## src/rtl/qnigma_mdio_ctrl.sv

```systemverilog
// qnigma_mdio_ctrl: PHY bring-up and status-poll sequencer in front of the MDIO serial engine.
// Brings the PHY out of power-up, soft-resets it, writes advertisement and restarts
// autonegotiation. It then polls link/speed/duplex forever and presents them as registered status.
// Ports:
//   clk, rst (sync, active-high), restart (pulse: re-run init from power-up wait)
//   mdio_send/r_nw/phyad/regad/wdat : one transaction request to the engine
//   mdio_ready/done/rd_val/rdat     : engine handshake and read data
//   init_done, init_err             : bring-up result
//   link_up, speed, full_duplex     : PHY status, updated together
//   status_chg                      : one-cycle pulse when the status tuple changes
module qnigma_mdio_ctrl #(
    parameter logic [4:0]  PHY_ADDR    = 5'd1,
    parameter int unsigned POWERUP_CYC = 100000,
    parameter int unsigned POLL_CYC    = 1000000,
    parameter int unsigned TXN_TIMEOUT = 65535,
    parameter int unsigned SRST_TRIES  = 16,
    parameter logic [15:0] ANAR_VAL    = 16'h01E1,
    parameter logic [15:0] BMCR_AN     = 16'h1200,
    parameter logic [4:0]  STS_REG     = 5'd17,
    parameter int unsigned SPD_LSB     = 14,
    parameter int unsigned DPX_BIT     = 13
) (
    input  logic        clk,
    input  logic        rst,
    input  logic        restart,
    output logic        mdio_send,
    output logic        mdio_r_nw,
    output logic [4:0]  mdio_phyad,
    output logic [4:0]  mdio_regad,
    output logic [15:0] mdio_wdat,
    input  logic        mdio_ready,
    input  logic        mdio_done,
    input  logic        mdio_rd_val,
    input  logic [15:0] mdio_rdat,
    output logic        init_done,
    output logic        init_err,
    output logic        link_up,
    output logic [1:0]  speed,
    output logic        full_duplex,
    output logic        status_chg
);

    localparam int unsigned WAIT_MAX = (POWERUP_CYC > POLL_CYC) ? POWERUP_CYC : POLL_CYC;
    localparam int unsigned WCNT_W   = $clog2(WAIT_MAX + 1);
    localparam int unsigned TCNT_W   = $clog2(TXN_TIMEOUT + 1);
    localparam int unsigned TRY_W    = $clog2(SRST_TRIES + 1);

    localparam logic [3:0] PWR_WAIT  = 4'd0;
    localparam logic [3:0] SRST_WR   = 4'd1;
    localparam logic [3:0] SRST_RD   = 4'd2;
    localparam logic [3:0] ANAR_WR   = 4'd3;
    localparam logic [3:0] AN_WR     = 4'd4;
    localparam logic [3:0] BMSR_RD1  = 4'd5;
    localparam logic [3:0] BMSR_RD2  = 4'd6;
    localparam logic [3:0] STS_RD    = 4'd7;
    localparam logic [3:0] UPDATE    = 4'd8;
    localparam logic [3:0] POLL_WAIT = 4'd9;
    localparam logic [3:0] FAULT     = 4'd10;

    logic [3:0]        state, state_nxt;
    logic [WCNT_W-1:0] wcnt, wcnt_nxt;
    logic [TCNT_W-1:0] tcnt, tcnt_nxt;
    logic [TRY_W-1:0]  tries, tries_nxt;
    logic              in_wait, in_wait_nxt;
    logic              send_nxt, r_nw_nxt;
    logic [4:0]        phyad_nxt, regad_nxt;
    logic [15:0]       wdat_nxt;
    logic              init_done_nxt, init_err_nxt;
    logic              link_nxt, dpx_nxt, chg_nxt;
    logic [1:0]        speed_nxt;
    logic              new_link, new_link_nxt, new_dpx, new_dpx_nxt;
    logic [1:0]        new_spd, new_spd_nxt;
    logic              txn_done;
    logic              acc_en, acc_rnw;
    logic [4:0]        acc_reg;
    logic [15:0]       acc_dat;
    logic [1:0]        upd_spd;
    logic              upd_dpx;
    logic              rdat_unused;

    assign rdat_unused = ^mdio_rdat;

    // With link down the speed/duplex fields are meaningless, so report them as zero.
    assign upd_spd = new_link ? new_spd : 2'b00;
    assign upd_dpx = new_link & new_dpx;

    // Transaction descriptor for each access state.
    always_comb begin
        acc_en  = 1'b1;
        acc_rnw = 1'b1;
        acc_reg = 5'd0;
        acc_dat = 16'h0000;
        case (state)
            SRST_WR:  begin acc_rnw = 1'b0; acc_dat = 16'h8000; end
            SRST_RD:  acc_reg = 5'd0;
            ANAR_WR:  begin acc_rnw = 1'b0; acc_reg = 5'd4; acc_dat = ANAR_VAL; end
            AN_WR:    begin acc_rnw = 1'b0; acc_dat = BMCR_AN; end
            BMSR_RD1: acc_reg = 5'd1;
            BMSR_RD2: acc_reg = 5'd1;
            STS_RD:   acc_reg = STS_REG;
            default:  acc_en = 1'b0;
        endcase
    end

    // Next-state and next-output logic.
    always_comb begin
        state_nxt     = state;
        wcnt_nxt      = wcnt;
        tcnt_nxt      = tcnt;
        tries_nxt     = tries;
        in_wait_nxt   = in_wait;
        send_nxt      = 1'b0;
        r_nw_nxt      = mdio_r_nw;
        phyad_nxt     = mdio_phyad;
        regad_nxt     = mdio_regad;
        wdat_nxt      = mdio_wdat;
        init_done_nxt = init_done;
        init_err_nxt  = init_err;
        link_nxt      = link_up;
        speed_nxt     = speed;
        dpx_nxt       = full_duplex;
        chg_nxt       = 1'b0;
        new_link_nxt  = new_link;
        new_spd_nxt   = new_spd;
        new_dpx_nxt   = new_dpx;
        txn_done      = 1'b0;

        if (restart) begin
            // Abandon everything; an engine done still in flight lands outside WAIT and is dropped.
            state_nxt     = PWR_WAIT;
            wcnt_nxt      = '0;
            tcnt_nxt      = '0;
            tries_nxt     = '0;
            in_wait_nxt   = 1'b0;
            init_done_nxt = 1'b0;
            init_err_nxt  = 1'b0;
            link_nxt      = 1'b0;
            speed_nxt     = 2'b00;
            dpx_nxt       = 1'b0;
            new_link_nxt  = 1'b0;
            new_spd_nxt   = 2'b00;
            new_dpx_nxt   = 1'b0;
        end else if (acc_en) begin
            if (!in_wait) begin
                if (mdio_ready) begin
                    send_nxt    = 1'b1;
                    in_wait_nxt = 1'b1;
                    tcnt_nxt    = '0;
                    r_nw_nxt    = acc_rnw;
                    phyad_nxt   = PHY_ADDR;
                    regad_nxt   = acc_reg;
                    wdat_nxt    = acc_dat;
                end
            end else if (mdio_done) begin
                // Done wins over a timeout landing in the same cycle.
                in_wait_nxt = 1'b0;
                txn_done    = 1'b1;
            end else if (tcnt == TCNT_W'(TXN_TIMEOUT - 1)) begin
                in_wait_nxt   = 1'b0;
                state_nxt     = FAULT;
                init_err_nxt  = 1'b1;
                init_done_nxt = 1'b0;
            end else begin
                tcnt_nxt = tcnt + TCNT_W'(1);
            end

            if (txn_done) begin
                case (state)
                    SRST_WR: begin
                        tries_nxt = '0;
                        state_nxt = SRST_RD;
                    end
                    SRST_RD: begin
                        if (mdio_rd_val && !mdio_rdat[15]) begin
                            state_nxt = ANAR_WR;
                        end else if (tries == TRY_W'(SRST_TRIES - 1)) begin
                            state_nxt     = FAULT;
                            init_err_nxt  = 1'b1;
                            init_done_nxt = 1'b0;
                        end else begin
                            tries_nxt = tries + TRY_W'(1);
                        end
                    end
                    ANAR_WR: state_nxt = AN_WR;
                    AN_WR: begin
                        init_done_nxt = 1'b1;
                        state_nxt     = BMSR_RD1;
                    end
                    BMSR_RD1: state_nxt = BMSR_RD2;
                    BMSR_RD2: begin
                        if (mdio_rd_val) new_link_nxt = mdio_rdat[2];
                        state_nxt = STS_RD;
                    end
                    STS_RD: begin
                        if (mdio_rd_val) begin
                            new_spd_nxt = mdio_rdat[SPD_LSB +: 2];
                            new_dpx_nxt = mdio_rdat[DPX_BIT];
                        end
                        state_nxt = UPDATE;
                    end
                    default: state_nxt = state;
                endcase
            end
        end else begin
            case (state)
                PWR_WAIT: begin
                    if (wcnt == WCNT_W'(POWERUP_CYC - 1)) begin
                        wcnt_nxt  = '0;
                        state_nxt = SRST_WR;
                    end else begin
                        wcnt_nxt = wcnt + WCNT_W'(1);
                    end
                end
                POLL_WAIT: begin
                    if (wcnt == WCNT_W'(POLL_CYC - 1)) begin
                        wcnt_nxt  = '0;
                        state_nxt = BMSR_RD1;
                    end else begin
                        wcnt_nxt = wcnt + WCNT_W'(1);
                    end
                end
                UPDATE: begin
                    link_nxt  = new_link;
                    speed_nxt = upd_spd;
                    dpx_nxt   = upd_dpx;
                    chg_nxt   = ({new_link, upd_spd, upd_dpx} != {link_up, speed, full_duplex});
                    wcnt_nxt  = '0;
                    state_nxt = POLL_WAIT;
                end
                FAULT: begin
                    init_err_nxt  = 1'b1;
                    init_done_nxt = 1'b0;
                end
                default: state_nxt = PWR_WAIT;
            endcase
        end
    end

    // State and output registers.
    always_ff @(posedge clk) begin
        if (rst) begin
            state       <= PWR_WAIT;
            wcnt        <= '0;
            tcnt        <= '0;
            tries       <= '0;
            in_wait     <= 1'b0;
            mdio_send   <= 1'b0;
            mdio_r_nw   <= 1'b0;
            mdio_phyad  <= 5'd0;
            mdio_regad  <= 5'd0;
            mdio_wdat   <= 16'h0000;
            init_done   <= 1'b0;
            init_err    <= 1'b0;
            link_up     <= 1'b0;
            speed       <= 2'b00;
            full_duplex <= 1'b0;
            status_chg  <= 1'b0;
            new_link    <= 1'b0;
            new_spd     <= 2'b00;
            new_dpx     <= 1'b0;
        end else begin
            state       <= state_nxt;
            wcnt        <= wcnt_nxt;
            tcnt        <= tcnt_nxt;
            tries       <= tries_nxt;
            in_wait     <= in_wait_nxt;
            mdio_send   <= send_nxt;
            mdio_r_nw   <= r_nw_nxt;
            mdio_phyad  <= phyad_nxt;
            mdio_regad  <= regad_nxt;
            mdio_wdat   <= wdat_nxt;
            init_done   <= init_done_nxt;
            init_err    <= init_err_nxt;
            link_up     <= link_nxt;
            speed       <= speed_nxt;
            full_duplex <= dpx_nxt;
            status_chg  <= chg_nxt;
            new_link    <= new_link_nxt;
            new_spd     <= new_spd_nxt;
            new_dpx     <= new_dpx_nxt;
        end
    end

endmodule

```

## config.mk

```make
export PLATFORM = sky130hd
export DESIGN_NAME = qnigma_mdio_ctrl
export DESIGN_NICKNAME = d
export VERILOG_FILES = /design/src/rtl/qnigma_mdio_ctrl.sv
export SDC_FILE = /design/constraint.sdc
export NUM_CORES = 1
export LEC_CHECK = 0
export ABC_AREA = 1
export BUFFER_PORTS_ARGS = -buffer_cell sky130_fd_sc_hd__buf_4
export CAP_MARGIN = 0
export CELL_PAD_IN_SITES_DETAIL_PLACEMENT = 0
export CELL_PAD_IN_SITES_GLOBAL_PLACEMENT = 1
export CORE_MARGIN = 2
export CORE_UTILIZATION = 24
export CTS_CLUSTER_DIAMETER = 150
export CTS_CLUSTER_SIZE = 25
export DETAILED_ROUTE_END_ITERATION = 8
export GPL_ROUTABILITY_DRIVEN = 0
export PLACE_DENSITY_LB_ADDON = 0.1
export SETUP_SLACK_MARGIN = 0.02
export SLEW_MARGIN = 20
export SYNTH_ARGS = -nofsm -noshare
export SYNTH_HDL_FRONTEND = slang
export SYNTH_SLANG_ARGS = --single-unit
```

## constraint.sdc

```tcl
create_clock -name clk -period 2.1 [get_ports clk]
set_clock_uncertainty 0.1 [all_clocks]
set_input_delay 0.315 -clock clk [delete_from_list [all_inputs] [get_ports clk]]
set_output_delay 0.315 -clock clk [all_outputs]
set_load 0.005 [all_outputs]
```

==> run metrics <==
Critical Path End=wcnt[7]; placed cells=850; port bufs=30; final antenna-violating net count=0; Die X=around 130 um; status=complete, no violations; Pwr per Cell Area=~610 mW/mm^2; first-pass GRT wire length=19,100 um; Clock transition at path regs=0.06 ns; number of antenna diodes=0; Ports=57; Crit-path slowest cell=dfxtp_1; critical path type=reg -> reg; synthesized area=just under 0.004 sq mm; Synth Area in XOR/XNOR=under 10%; DRT Wirelength=roughly 11,000 um; largest net degree at the start of global routing=20; max cap viols=0; Peak Freq=0.539 GHz; DR vias=roughly 3,700; Worst Path Required=~2.2 ns; Min-Delay Path Class=in -> reg; Fin Setup TNS=0 ns; Clock Path Buffers=2; R2R Path End=wcnt[7]; CTS tree=built; share of cells above drive strength 1=between 10 and 15%; Clock Latency Late Sink=0.34 ns; ys flop type=dfxtp_1; Post-Synth Adder-Cell Area=1.59%; Worst setup SP type=flop; row count=between 40 and 50; post-synthesis mux area share=0%; worst vdd ir=0.000364 V; Critical path origin=wcnt[0]; number of flops mapped to enable cells by yosys=0; initial core utilization=24.6%; Initial DRC Count=221; CTS Sinks=between 60 and 70; drt drc=0; Max H-tree Level=3; cell repeated most along the worst path=nand2_1; GRT overflow=0; Die Y=around 130 um; final non-filler cell total=roughly 870; Crit Reg-Reg Startpoint=wcnt[0]; crit-path cells=ha_1 -> nand2_1 -> nor2_2 -> nand2_1 -> inv_1 -> nand3_1 -> nand2_2 -> nand3_2 -> nand2_4 -> nor2_1; crit end category=flop; critical path arrival=slightly below 2 ns; initial antenna violation count=0; Root Driver=clkbuf_16; final instance area=0.00470 sq mm; FFs w/ async S/R, synth=0%; GRT Util Overall=13.8%; Final Hold Fails=0; clock period minus worst slack=around 1.9 ns; CTS Buf Count=9; core area=0.0159 sq mm; sequential area share after synthesis=between 30% and 40%; Detailed Routing Iterations Pass 1=4; Leak=approximately 1.9 nW; r2r setup slk=0.24 ns; largest family of logic cells by synthesized area=simple AND/OR/NAND/NOR gates; Placed Area=about 0.0044 sq mm; DR vias/cell=roughly 4.3; Syn Area/Cell=6.47 sq um; Slew Viols, Final=0; DP Wirelength=around 8600 um; final setup fails=0; Area Overhead vs Synth=19.7%; RSZ-0062 raised after global routing=no; Yosys reg bits=66; worst-path fanout max=9; Synth Area in Simple Gates=approximately 37%; Mapped Cells=approximately 610; Synth Area in Compound Gates=11.0%; number of global-route vias before repair=around 3,700; FF-to-FF path depth=10; Synth warnings=0; WL/cell=~13 um; DIE AREA=approximately 0.017 sq mm; Final #Nets=between 600 and 700; CP max stage delay=0.37 ns; distinct cell type count after synthesis=37; period utilisation layout=about nine tenths; Final Core Density=between 20 and 30%
[sequential cells by signal (all words and copies together), names as in the netlist, 2 cells and up]
name        flops
state           4
new_spd         2
mdio_regad      3
speed           2
tcnt           16
tries           5
wcnt           20
mdio_wdat       3
[synth_stat cells, drive strengths merged, types with 2 or more instances]
master,number,area (sq um)
nand2,161,639
nor2,113,474
dfxtp,66,1320
inv,62,233
nand3,47,245
a21oi,46,234
o21ai,26,141
buf,25,191
xor2,14,123
xnor2,7,61.3
clkbuf,6,22.5
nor3,6,30.0
ha,5,62.6
nand4,5,31.3
and2,3,18.8
o22ai,3,18.8
clkinv,2,13.8
or2,2,12.5
[what timing repair did]
item | 4_1_cts | 5_1_grt
gates resized for setup | 0 | 1
setup endpoints to repair | 0 | 12
setup buffers | 0 | 1
hold buffers | 0 | 0
[worst min-delay path by stage]
stage / from / slack, ns / to / cells after the start
2_1_floorplan: tries[4] / 0.34 / tries[4] / 2
3_3_place_gp: tries[4] / 0.35 / tries[4] / 2
3_5_place_dp: tries[4] / 0.35 / tries[4] / 2
4_1_cts: rst / 0.09 / mdio_wdat[8] / 2
5_1_grt: rst / 0.10 / mdio_r_nw / 2
6_report: rst / 0.11 / mdio_r_nw / 2
[cells by family after synthesis]
kind of cell               count (synthesis)
buffers and inverters                     95
xor gates and xnor gates                  21
adders and majority gates                  5
AOI/OAI and AO/OA                         80
and+or+nand+nor                          339
DFF                                       66
other                                      1
[cells in the final DEF, fill, tap and decap left out, types with 2 or more instances in the layout]
cell,Yosys,routed
nand2_1,151,151
nor2_1,103,103
dfxtp_1,66,66
inv_1,58,58
nand3_1,45,45
a21oi_1,45,45
buf_4,19,44
o21ai_0,25,25
xor2_1,14,14
conb_1,1,14
clkbuf_16,0,9
xnor2_1,7,7
nand2_2,8,7
nor3_1,6,6
nor2_4,5,5
nor2_2,5,5
nand4_1,5,5
ha_1,5,5
inv_2,4,4
and2_1,3,3
o22ai_1,3,3
nand2_4,2,3
or2_2,2,2
nand3_2,2,2
clkbuf_8,0,2
buf_12,0,2
[power breakdown]
| group | internal, mW | total [mW] | switching [mW] | leakage [nW] |
|---|---|---|---|---|
| Combinational | 0.0228 | 0.0665 | 0.0437 | 1.18 |
| Sequential | 1.25 | 1.26 | 0.00178 | 0.532 |
| Clock | 0.971 | 1.54 | 0.569 | 0.141 |
| Total | 2.25 | 2.86 | 0.614 | 1.85 |
[routing by layer]
layer | vias to the layer above | track usage [%] | share of wire (%)
li1 | 1966 | - | -
met4 | 0 | 4.35 | 1.4
met5 | - | 0 | 0
met2 | 35 | 23.9 | 49
met3 | 16 | 3.58 | 2.6
met1 | 1718 | 16.6 | 47
[final cells by class]
class,instances,area [sq um]
flip-flops and latches,66,1320
multi-input cells,459,2200
repair buffers,46,370
clock inverters,2,37.5
well taps,216,270
clock buffers,12,256
fillers,1813,11200
inverters,64,246
[metrics by stage]
| step | hold slack, ns | worst slack (ns) | power, mW |
|---|---|---|---|
| global placement | 0.349 | 0.215 | 1.35 |
| detailed placement | 0.352 | 0.203 | 1.35 |
| CTS | 0.0931 | 0.172 | 2.92 |
| finish | 0.109 | 0.245 | 2.86 |
| floorplan | 0.336 | 0.455 | 1.34 |
| global route | 0.105 | 0.0492 | 2.97 |
[critical path, delay by kind of cell (launching register included)]
family | cells | cell delay [ns]
flops | 1 | 0.37
buf+inv | 1 | 0.09
fa+ha+maj | 1 | 0.18
simple gates | 8 | 1.00
(Power assumes the default switching activity.)
